## src/rtl/io_pkg.sv

```systemverilog
// =============================================================================
// io_pkg: scan FSM states and sizing constants shared by the bit input scanner.
// Revision 1.0
// =============================================================================
`default_nettype none

package io_pkg;
  localparam int SHIFT_CYCLES = 16;
  localparam int NBITS        = 8;

  typedef enum logic [1:0] {
    ST_IDLE   = 2'd0,
    ST_LOAD   = 2'd1,
    ST_SHIFT  = 2'd2,
    ST_COMMIT = 2'd3
  } scan_state_t;
endpackage

`default_nettype wire

```

## src/rtl/bit_input_scanner_if.sv

```systemverilog
// =============================================================================
// bit_input_scanner_if: CPU read port and 74HC165 chain signals of the scanner.
// Revision 1.0
// =============================================================================
`default_nettype none

interface bit_input_scanner_if #(
  parameter int WIDTH_A = 3
);
  logic [WIDTH_A-1:0] A;
  logic               REb;
  logic               D;
  logic               SH_LDb;
  logic               SER_CLK;
  logic               SER_IN;
  logic               VALID;

  modport master (output A, REb, SER_IN, input D, SH_LDb, SER_CLK, VALID);
  modport slave  (input A, REb, SER_IN, output D, SH_LDb, SER_CLK, VALID);
endinterface

`default_nettype wire

```

## src/rtl/serial_shift_in.sv

```systemverilog
// =============================================================================
// serial_shift_in: stores the k-th serial sample into bit NBITS-1-k.
// Revision 1.0
// =============================================================================
`default_nettype none

module serial_shift_in
  import io_pkg::*;
(
  input  logic                     clk,
  input  logic                     rst,
  input  logic                     sample_en,
  input  logic [$clog2(NBITS)-1:0] sample_idx,
  input  logic                     ser_in,
  output logic [NBITS-1:0]         data
);
  logic [$clog2(NBITS)-1:0] bit_pos;

  // Chain delivers MSB first, so sample 0 lands in the top bit.
  assign bit_pos = $clog2(NBITS)'(NBITS - 1) - sample_idx;

  always_ff @(posedge clk or posedge rst) begin
    if (rst) begin
      data <= '0;
    end else if (sample_en) begin
      data[bit_pos] <= ser_in;
    end
  end
endmodule

`default_nettype wire

```

## src/rtl/bit_input_scanner.sv

```systemverilog
// =============================================================================
// bit_input_scanner: periodic 74HC165 scan with snapshot read port.
// Optional sticky rising-edge latch: BIT_INPUT_SCANNER_EDGE_LATCH_EN. Rev 1.0
// =============================================================================
`default_nettype none

module bit_input_scanner
  import io_pkg::*;
#(
  parameter int SCAN_DIV = 16,
  parameter int WIDTH_A  = 3
) (
  input logic                clk,
  input logic                rst,
  bit_input_scanner_if.slave bus
);
  scan_state_t                state;
  logic [15:0]                idle_cnt;
  logic [3:0]                 shift_cnt;
  logic [NBITS-1:0]           shreg;
  logic [NBITS-1:0]           snapshot;
  logic                       sh_ldb;
  logic                       ser_clk;
  logic                       valid;
  logic                       d;
  logic                       sample_en;
  logic [$clog2(NBITS)-1:0]   sample_idx;
  logic [WIDTH_A-1:0]         addr;
  logic                       rd_bit;

  assign addr       = bus.A;
  assign sample_en  = (state == ST_SHIFT) && !shift_cnt[0];
  assign sample_idx = shift_cnt[3:1];

  serial_shift_in u_shift (
    .clk        (clk),
    .rst        (rst),
    .sample_en  (sample_en),
    .sample_idx (sample_idx),
    .ser_in     (bus.SER_IN),
    .data       (shreg)
  );

  always_ff @(posedge clk or posedge rst) begin
    if (rst) begin
      state     <= ST_IDLE;
      idle_cnt  <= 16'(SCAN_DIV);
      shift_cnt <= '0;
      snapshot  <= '0;
      valid     <= 1'b0;
      sh_ldb    <= 1'b1;
      ser_clk   <= 1'b0;
    end else begin
      case (state)
        ST_IDLE: begin
          if (idle_cnt == 16'd1) begin
            state    <= ST_LOAD;
            idle_cnt <= 16'(SCAN_DIV);
            sh_ldb   <= 1'b0;
          end else begin
            idle_cnt <= idle_cnt - 16'd1;
          end
        end
        ST_LOAD: begin
          state     <= ST_SHIFT;
          shift_cnt <= '0;
          sh_ldb    <= 1'b1;
        end
        ST_SHIFT: begin
          // Clock is high on odd shift cycles; the last cycle is odd, so it drops here.
          ser_clk <= ~shift_cnt[0];
          if (shift_cnt == 4'(SHIFT_CYCLES - 1)) begin
            state <= ST_COMMIT;
          end else begin
            shift_cnt <= shift_cnt + 4'd1;
          end
        end
        ST_COMMIT: begin
          snapshot <= shreg;
          valid    <= 1'b1;
          state    <= ST_IDLE;
        end
        default: state <= ST_IDLE;
      endcase
    end
  end

`ifdef BIT_INPUT_SCANNER_EDGE_LATCH_EN
  logic [NBITS-1:0] sticky;
  logic [NBITS-1:0] sticky_set;
  logic [NBITS-1:0] sticky_clr;

  assign sticky_set = (state == ST_COMMIT) ? (shreg & ~snapshot) : '0;
  assign sticky_clr = bus.REb ? '0 : (NBITS'(1) << addr);
  assign rd_bit     = snapshot[addr] | sticky[addr];

  // A new rising edge wins over a read clearing the same bit.
  always_ff @(posedge clk or posedge rst) begin
    if (rst) begin
      sticky <= '0;
    end else begin
      sticky <= (sticky & ~sticky_clr) | sticky_set;
    end
  end
`else
  assign rd_bit = snapshot[addr];
`endif

  always_ff @(posedge clk or posedge rst) begin
    if (rst) begin
      d <= 1'b0;
    end else if (!bus.REb) begin
      d <= rd_bit;
    end
  end

  assign bus.D       = d;
  assign bus.SH_LDb  = sh_ldb;
  assign bus.SER_CLK = ser_clk;
  assign bus.VALID   = valid;
endmodule

`default_nettype wire

```

## src/flat_wrapper.sv

```systemverilog
// flat-port wrapper written by rule: the top's interface ports become plain ports
module bit_input_scanner_flat import io_pkg::*;
#(
  parameter int SCAN_DIV = 16,
  parameter int WIDTH_A  = 3
)
  (clk, rst, bus_A, bus_REb, bus_SER_IN, bus_D, bus_SH_LDb, bus_SER_CLK, bus_VALID);
  bit_input_scanner_if #(.WIDTH_A(WIDTH_A)) bus_i ();
  input logic clk;
  input logic rst;
  input wire logic [$bits(bus_i.A)-1:0] bus_A;
  input wire logic [$bits(bus_i.REb)-1:0] bus_REb;
  input wire logic [$bits(bus_i.SER_IN)-1:0] bus_SER_IN;
  output wire logic [$bits(bus_i.D)-1:0] bus_D;
  output wire logic [$bits(bus_i.SH_LDb)-1:0] bus_SH_LDb;
  output wire logic [$bits(bus_i.SER_CLK)-1:0] bus_SER_CLK;
  output wire logic [$bits(bus_i.VALID)-1:0] bus_VALID;
  assign bus_i.A = bus_A;
  assign bus_i.REb = bus_REb;
  assign bus_i.SER_IN = bus_SER_IN;
  assign bus_D = bus_i.D;
  assign bus_SH_LDb = bus_i.SH_LDb;
  assign bus_SER_CLK = bus_i.SER_CLK;
  assign bus_VALID = bus_i.VALID;
  bit_input_scanner #(.SCAN_DIV(SCAN_DIV), .WIDTH_A(WIDTH_A)) u_core (.clk(clk), .rst(rst), .bus(bus_i));
endmodule
```

## config.mk

```make
export PLATFORM = sky130hd
export DESIGN_NAME = bit_input_scanner_flat
export DESIGN_NICKNAME = d
export VERILOG_FILES = /design/src/rtl/io_pkg.sv /design/src/rtl/bit_input_scanner_if.sv /design/src/rtl/serial_shift_in.sv /design/src/rtl/bit_input_scanner.sv /design/src/flat_wrapper.sv
export SDC_FILE = /design/constraint.sdc
export NUM_CORES = 1
export LEC_CHECK = 0
export BUFFER_PORTS_ARGS = -buffer_cell sky130_fd_sc_hd__buf_2
export CORE_AREA = 2 2 72 74
export CTS_CLUSTER_DIAMETER = 60
export DETAILED_ROUTE_END_ITERATION = 8
export DIE_AREA = 0 0 74 76
export PLACE_DENSITY_LB_ADDON = 0.1
export SYNTH_ARGS = -nofsm -noshare
export SYNTH_HDL_FRONTEND = slang
export SYNTH_HIERARCHICAL = 1
export SYNTH_SLANG_ARGS = --single-unit
```

## constraint.sdc

```tcl
create_clock -name clk -period 2.4 [get_ports clk]
set_input_delay 0.24 -clock clk [delete_from_list [all_inputs] [get_ports clk]]
set_output_delay 0.24 -clock clk [all_outputs]
set_load 0.005 [all_outputs]
```

### Word-level counts from Yosys, hierarchy flattened

Index checks and enable logic that the tools add are counted.

* bits in registers: 42
* input bits: 7

* add/sub/neg operators: 3
* bitwise logic cells: 1
* equality and inequality tests: 8
* reductions and logical operators: 9
* muxes and demuxes: 13
* magnitude comparators: 3

Operators by type and width (number)
* == test 16 x 1 -> 1 bit, second input constant: 1
* 2-to-1 mux 16 bit: 1
* subtractor 16 x 1 -> 16 bit, second input constant: 1
* bitwise mux 8 bit: 1
* less-than comparator 3 x 4 -> 1 bit, second input constant: 2
* one-hot mux 2 bit (4 select lines): 1
* one-hot mux 4 bit (2 select lines): 1
* AND reduction 2 bit: 3
* adder 4 x 1 -> 4 bit, second input constant: 1
* == test 2 bit, second input constant: 2
* == test 4 bit, second input constant: 1
* 2-to-1 mux 2 bit: 2
* 2-to-1 mux 4 bit: 1
* != test 2 bit, second input constant: 2
* nonzero test 2 bit: 2
* binary-select mux 1 bit (select 3 bit): 1
* demux 1 bit (select 3 bit): 1
* >= comparator 3 x 1 -> 1 bit, second input constant: 1
* 2-to-1 mux 1 bit: 3
* subtractor 3 bit, first input constant: 1
* == test 2 x 1 -> 1 bit, second input constant: 1
* logical AND 1 bit: 2
* logical NOT 2 bit: 1
* != test 2 x 1 -> 1 bit, second input constant: 1
* other kinds (3): 3

### Logic depth before layout (Yosys ltp)

* depth after elaboration: 6
* depth in mapped cells: 7
* gate-level depth less buffers: 6

### Modules after synthesis

The synthesis kept the hierarchy.

By module, submodules not included
* bit_input_scanner: times used 1, cells each 155, seq. area each 853.3 um^2, area each 1746.7 um^2
* serial_shift_in: times used 1, cells each 25, seq. area each 200.2 um^2, area each 390.4 um^2

### Least setup slack after synthesis

OpenSTA, ideal clock, no wires.

* kind: register -> register
* start: reg u_core.state[0]
* end: reg u_core.u_shift.data[7]
* arrival: 1821 ps
* data required time: 2275 ps
* stages on the path, launching flop included: 7
* path slack: 455 ps
* cells stage by stage: dfrtp_1 inv_1 ha_1 clkbuf_1 nor2b_1 nor4b_2 mux2_2

* cells in the longest elaborated chain, start to end: 2

Ends and longest elaborated chain
* start: declaration: line bit_input_scanner.sv:17 `scan_state_t state;`
* start signal: assignment: line bit_input_scanner.sv:46 `state <= ST_IDLE;`
* start signal: assignment: line bit_input_scanner.sv:57 `state <= ST_LOAD;`
* start signal: assignment: line bit_input_scanner.sv:65 `state <= ST_SHIFT;`
* == test 2 bit: line bit_input_scanner.sv:32 `assign sample_en = (state == ST_SHIFT) && !shift_cnt[0];`
* logical AND 1 bit: line bit_input_scanner.sv:32
* net u_core.sample_en: line bit_input_scanner.sv:26 `logic sample_en;`
* end signal: indexed assignment: line serial_shift_in.sv:26 `data[bit_pos] <= ser_in;`
* end: declaration: line serial_shift_in.sv:15 `output logic [NBITS-1:0] data`

The timed path passes the listed nets, and every way through them passes these cells.
A chain may end at the register's enable or synchronous reset.

### Worst setup path in the final report

Same ends and word-level chain as after synthesis.

==> impl_metrics.tcl <==
set metrics [dict create \
    outcome "finished clean" \
    final_min_period_over_clock_period_pct 86.95 \
    maxCapViolCount 0 \
    number_of_global_route_vias_before_repair 1378 \
    synth_seq_area_share_pct 49.30 \
    design.core.area_um2 4912 \
    ioPinCount 11 \
    timing.final.setup_violations 0 \
    postSynthRegisterBits 42 \
    irDropWorstVdd_uv 315.5 \
    grt_setup_unrepaired "no" \
    chipWidth_um 74 \
    relSlewSlack_pct 67.20 \
    top_area_cells_in_the_synthesized_netlist "dfrtp_1 47%, mux2_2 7.4%, ha_1 4.7%, xor2_1 3.3%, dfstp_2 2.5%" \
    yosys-top-cells-count "40 x dfrtp_1, 14 x mux2_2, 14 x nor2_1" \
    clockBufferDepth 2 \
    area_share_of_the_leading_cell_type_in_the_synthesized_netlist_pct 46.84 \
    cts.root.buffer_cell "clkbuf_8" \
    final_layout_size_suffix_gt1_share_pct 27.78 \
    synth-edff-count 0 \
    global_route_overflow 0 \
    flow.area_growth_from_synthesis_pct 12.65 \
    finalWorstSetupSlack_ns 0.3132 \
    port_buffers 10 \
    detail-route-antenna-nets 0 \
    gp_routability_congestion 0.7490 \
    grt_max_degree 35 \
    via_count 1375 \
    final_max_slew_violation_count 0 \
    post-place-cells 259 \
    final-hold-violation-count 0 \
    antenna_cells 0 \
    cp_data_required_time_ns 2.59 \
    place_area_um2 2285 \
    dr.first_iter.drc_count 62 \
    number_of_antenna_violations_at_the_first_check_in_global_routing 0 \
    yosys_warnings 6 \
    row_count 26 \
    power.density_cell_area_nw_per_um2 539.8 \
    async_reset_ff_share_pct 100.0 \
    synthesis.instances 180 \
    insertion_delay_ns 0.29 \
    cp-end-kind "register" \
    first_pass_iters 4 \
    post_synth.cell_area_avg_um2 11.87 \
    clkSlewWorstSetupHoldPaths_ns 0.09 \
    h-tree-depth 2 \
    synth_nets 195 \
    tritoncts_num_sinks 42 \
    setup.worst_path.start_class "register" \
    tritoncts "yes" \
    cp_max_fo 11 \
    tritoncts.num_buffers 5 \
    chipHeight_um 76 \
    initial_utilization_pct 43.50 \
    cp_data_arrival_time_ns 2.27 \
    number_of_remaining_drc_errors 0 \
    timing_worst_slew_pin_value_ns 0.4894 \
    finalNetCount 212 \
    layout.cells.non_filler 268 \
    finalSetupTns_ns 0 \
    detail_route.wirelength_um 3831 \
    post_drt_via_cell_ratio 5.131 \
    pre_cts_setup_slack_ns 0.3051 \
    netlist-cell-type-count 44 \
    synth-main-ff-cell "dfrtp_1" \
    worst-setup-path-type "reg -> reg" \
    drt-wirelength-per-cell_um 14.29 \
    synth_area_leader_cell "dfrtp_1" \
    fin_crit_ns 2.087 \
    die-area_um2 5624 \
    global_route_total_usage_across_every_layer_pct 14.67 \
    grt_pass1_wl_um 6375 \
    min-delay-path-class "in -> reg" \
    post-dp-hpwl_um 2831 \
    yosysMostFrequentCell "dfrtp_1" \
    post-route-cell-area_um2 2407 \
    achievable-frequency_mhz 479.2 \
    cts_post_setup_buffers_inserted 0 \
    mappedNetlistArea_um2 2137 \
    fin_skew_ns 0.008878 \
    p_leak_uw 0.001032 \
]
==> path summary, 6_finish.rpt <==
kind	cells after the start	start	endpoint	slack (ns)
worst min register to register	2	u_core/bus.D	u_core/bus.D	0.47
worst min-delay path	2	bus_REb	u_core/bus.D	0.14
max in group asynchronous	4	rst	u_core/bus.SH_LDb	1.45
worst max register to register	5	u_core/state[0]	u_core/u_shift/data[7]	0.31
worst max-delay path	5	u_core/state[0]	u_core/u_shift/data[7]	0.31
min in group asynchronous	3	rst	u_core/u_shift/data[3]	0.43
==> area by class of cell <==
| type | count | area, um^2 |
|---|---|---|
| Inverter | 8 | 30.03 |
| Clock buffer | 5 | 68.82 |
| Timing Repair Buffer | 15 | 90.09 |
| Sequential cell | 42 | 1054 |
| Tap cell | 70 | 87.58 |
| Multi-Input combinational cell | 125 | 1033 |
| Fill cell | 431 | 2505 |
| Clock inverter | 3 | 43.79 |
==> metrics by stage <==
step	utilization (%)	power (uW)	hold slack (ns)
final	49.01	1299	0.1433
after global routing	49.01	1361	0.1256
after CTS	49.01	1325	0.1307
after detailed placement	46.51	756.4	0.2091
after global placement	46.51	755.1	0.2025
after floorplan	-	740.8	0.05566
==> logic make-up (layout without fill, tap and decap cells) <==
kind of cell,Yosys count,in the layout,share of synthesized area (%)
multiplexers,22,22,13.00
flip-flops,42,42,49.30
AO/OA/AOI/OAI,23,23,6.734
adder cells (fa/ha/maj),8,8,4.684
buffers and inverters,13,31,2.342
XOR/XNOR,9,9,3.689
AND/OR/NAND/NOR,63,63,20.26
==> flip-flops by register name, indices dropped and copies added, names as in the netlist <==
register and cells:
u_core/bus.VALID 1, u_core/shift_cnt 4, u_core/bus.SH_LDb 1, u_core/state 2, u_core/u_shift/data 8, u_core/snapshot 8
u_core/idle_cnt 16, u_core/bus.SER_CLK 1, u_core/bus.D 1
==> cells in the final DEF (no fill, tap or decap), types with 2 or more instances in the layout <==
cell,netlist,layout
buf_2,1,10
o21ai_0,8,8
nand4b_1,6,6
nor3_1,3,3
nor2_1,14,14
mux2_4,3,3
nand3_1,7,7
nand2b_1,3,3
inv_1,8,8
dfstp_2,2,2
mux2_2,14,14
buf_4,0,4
nor2b_1,2,2
xor2_1,8,8
nand3b_1,2,2
mux4_2,2,2
a31oi_1,3,3
a21oi_1,5,5
mux2i_1,3,3
clkbuf_8,0,5
and4bb_1,3,3
nand4_1,4,4
dfrtp_1,40,40
ha_1,8,8
nand2_1,7,7
==> power breakdown <==
part,leakage [uW],total [uW],switching [uW],internal (uW)
clock network,0.0000585,557,246,312
registers,0.000498,713,2.39,711
logic,0.000476,29.0,19.1,9.98
==> routing by layer <==
layer	wire length (um)	global-route usage, %	up-vias
met2	1864	22.95	7
met5	0	0	-
met4	37	4.909	0
li1	-	-	682
met3	73	3.571	4
met1	1856	19.79	682
==> what timing repair did <==
action,in CTS,in global routing
hold buffers,1,0
gates resized for setup,0,0
hold endpoints to repair,8,0
==> worst max-delay path: stages, from the launching register on <==
cell	delay, ns
dfrtp_1	0.42
inv_1	0.12
ha_1	0.36
nor2b_1	0.43
nor4b_2	0.29
mux2_2	0.36
Power figures use the tool's default switching activity.
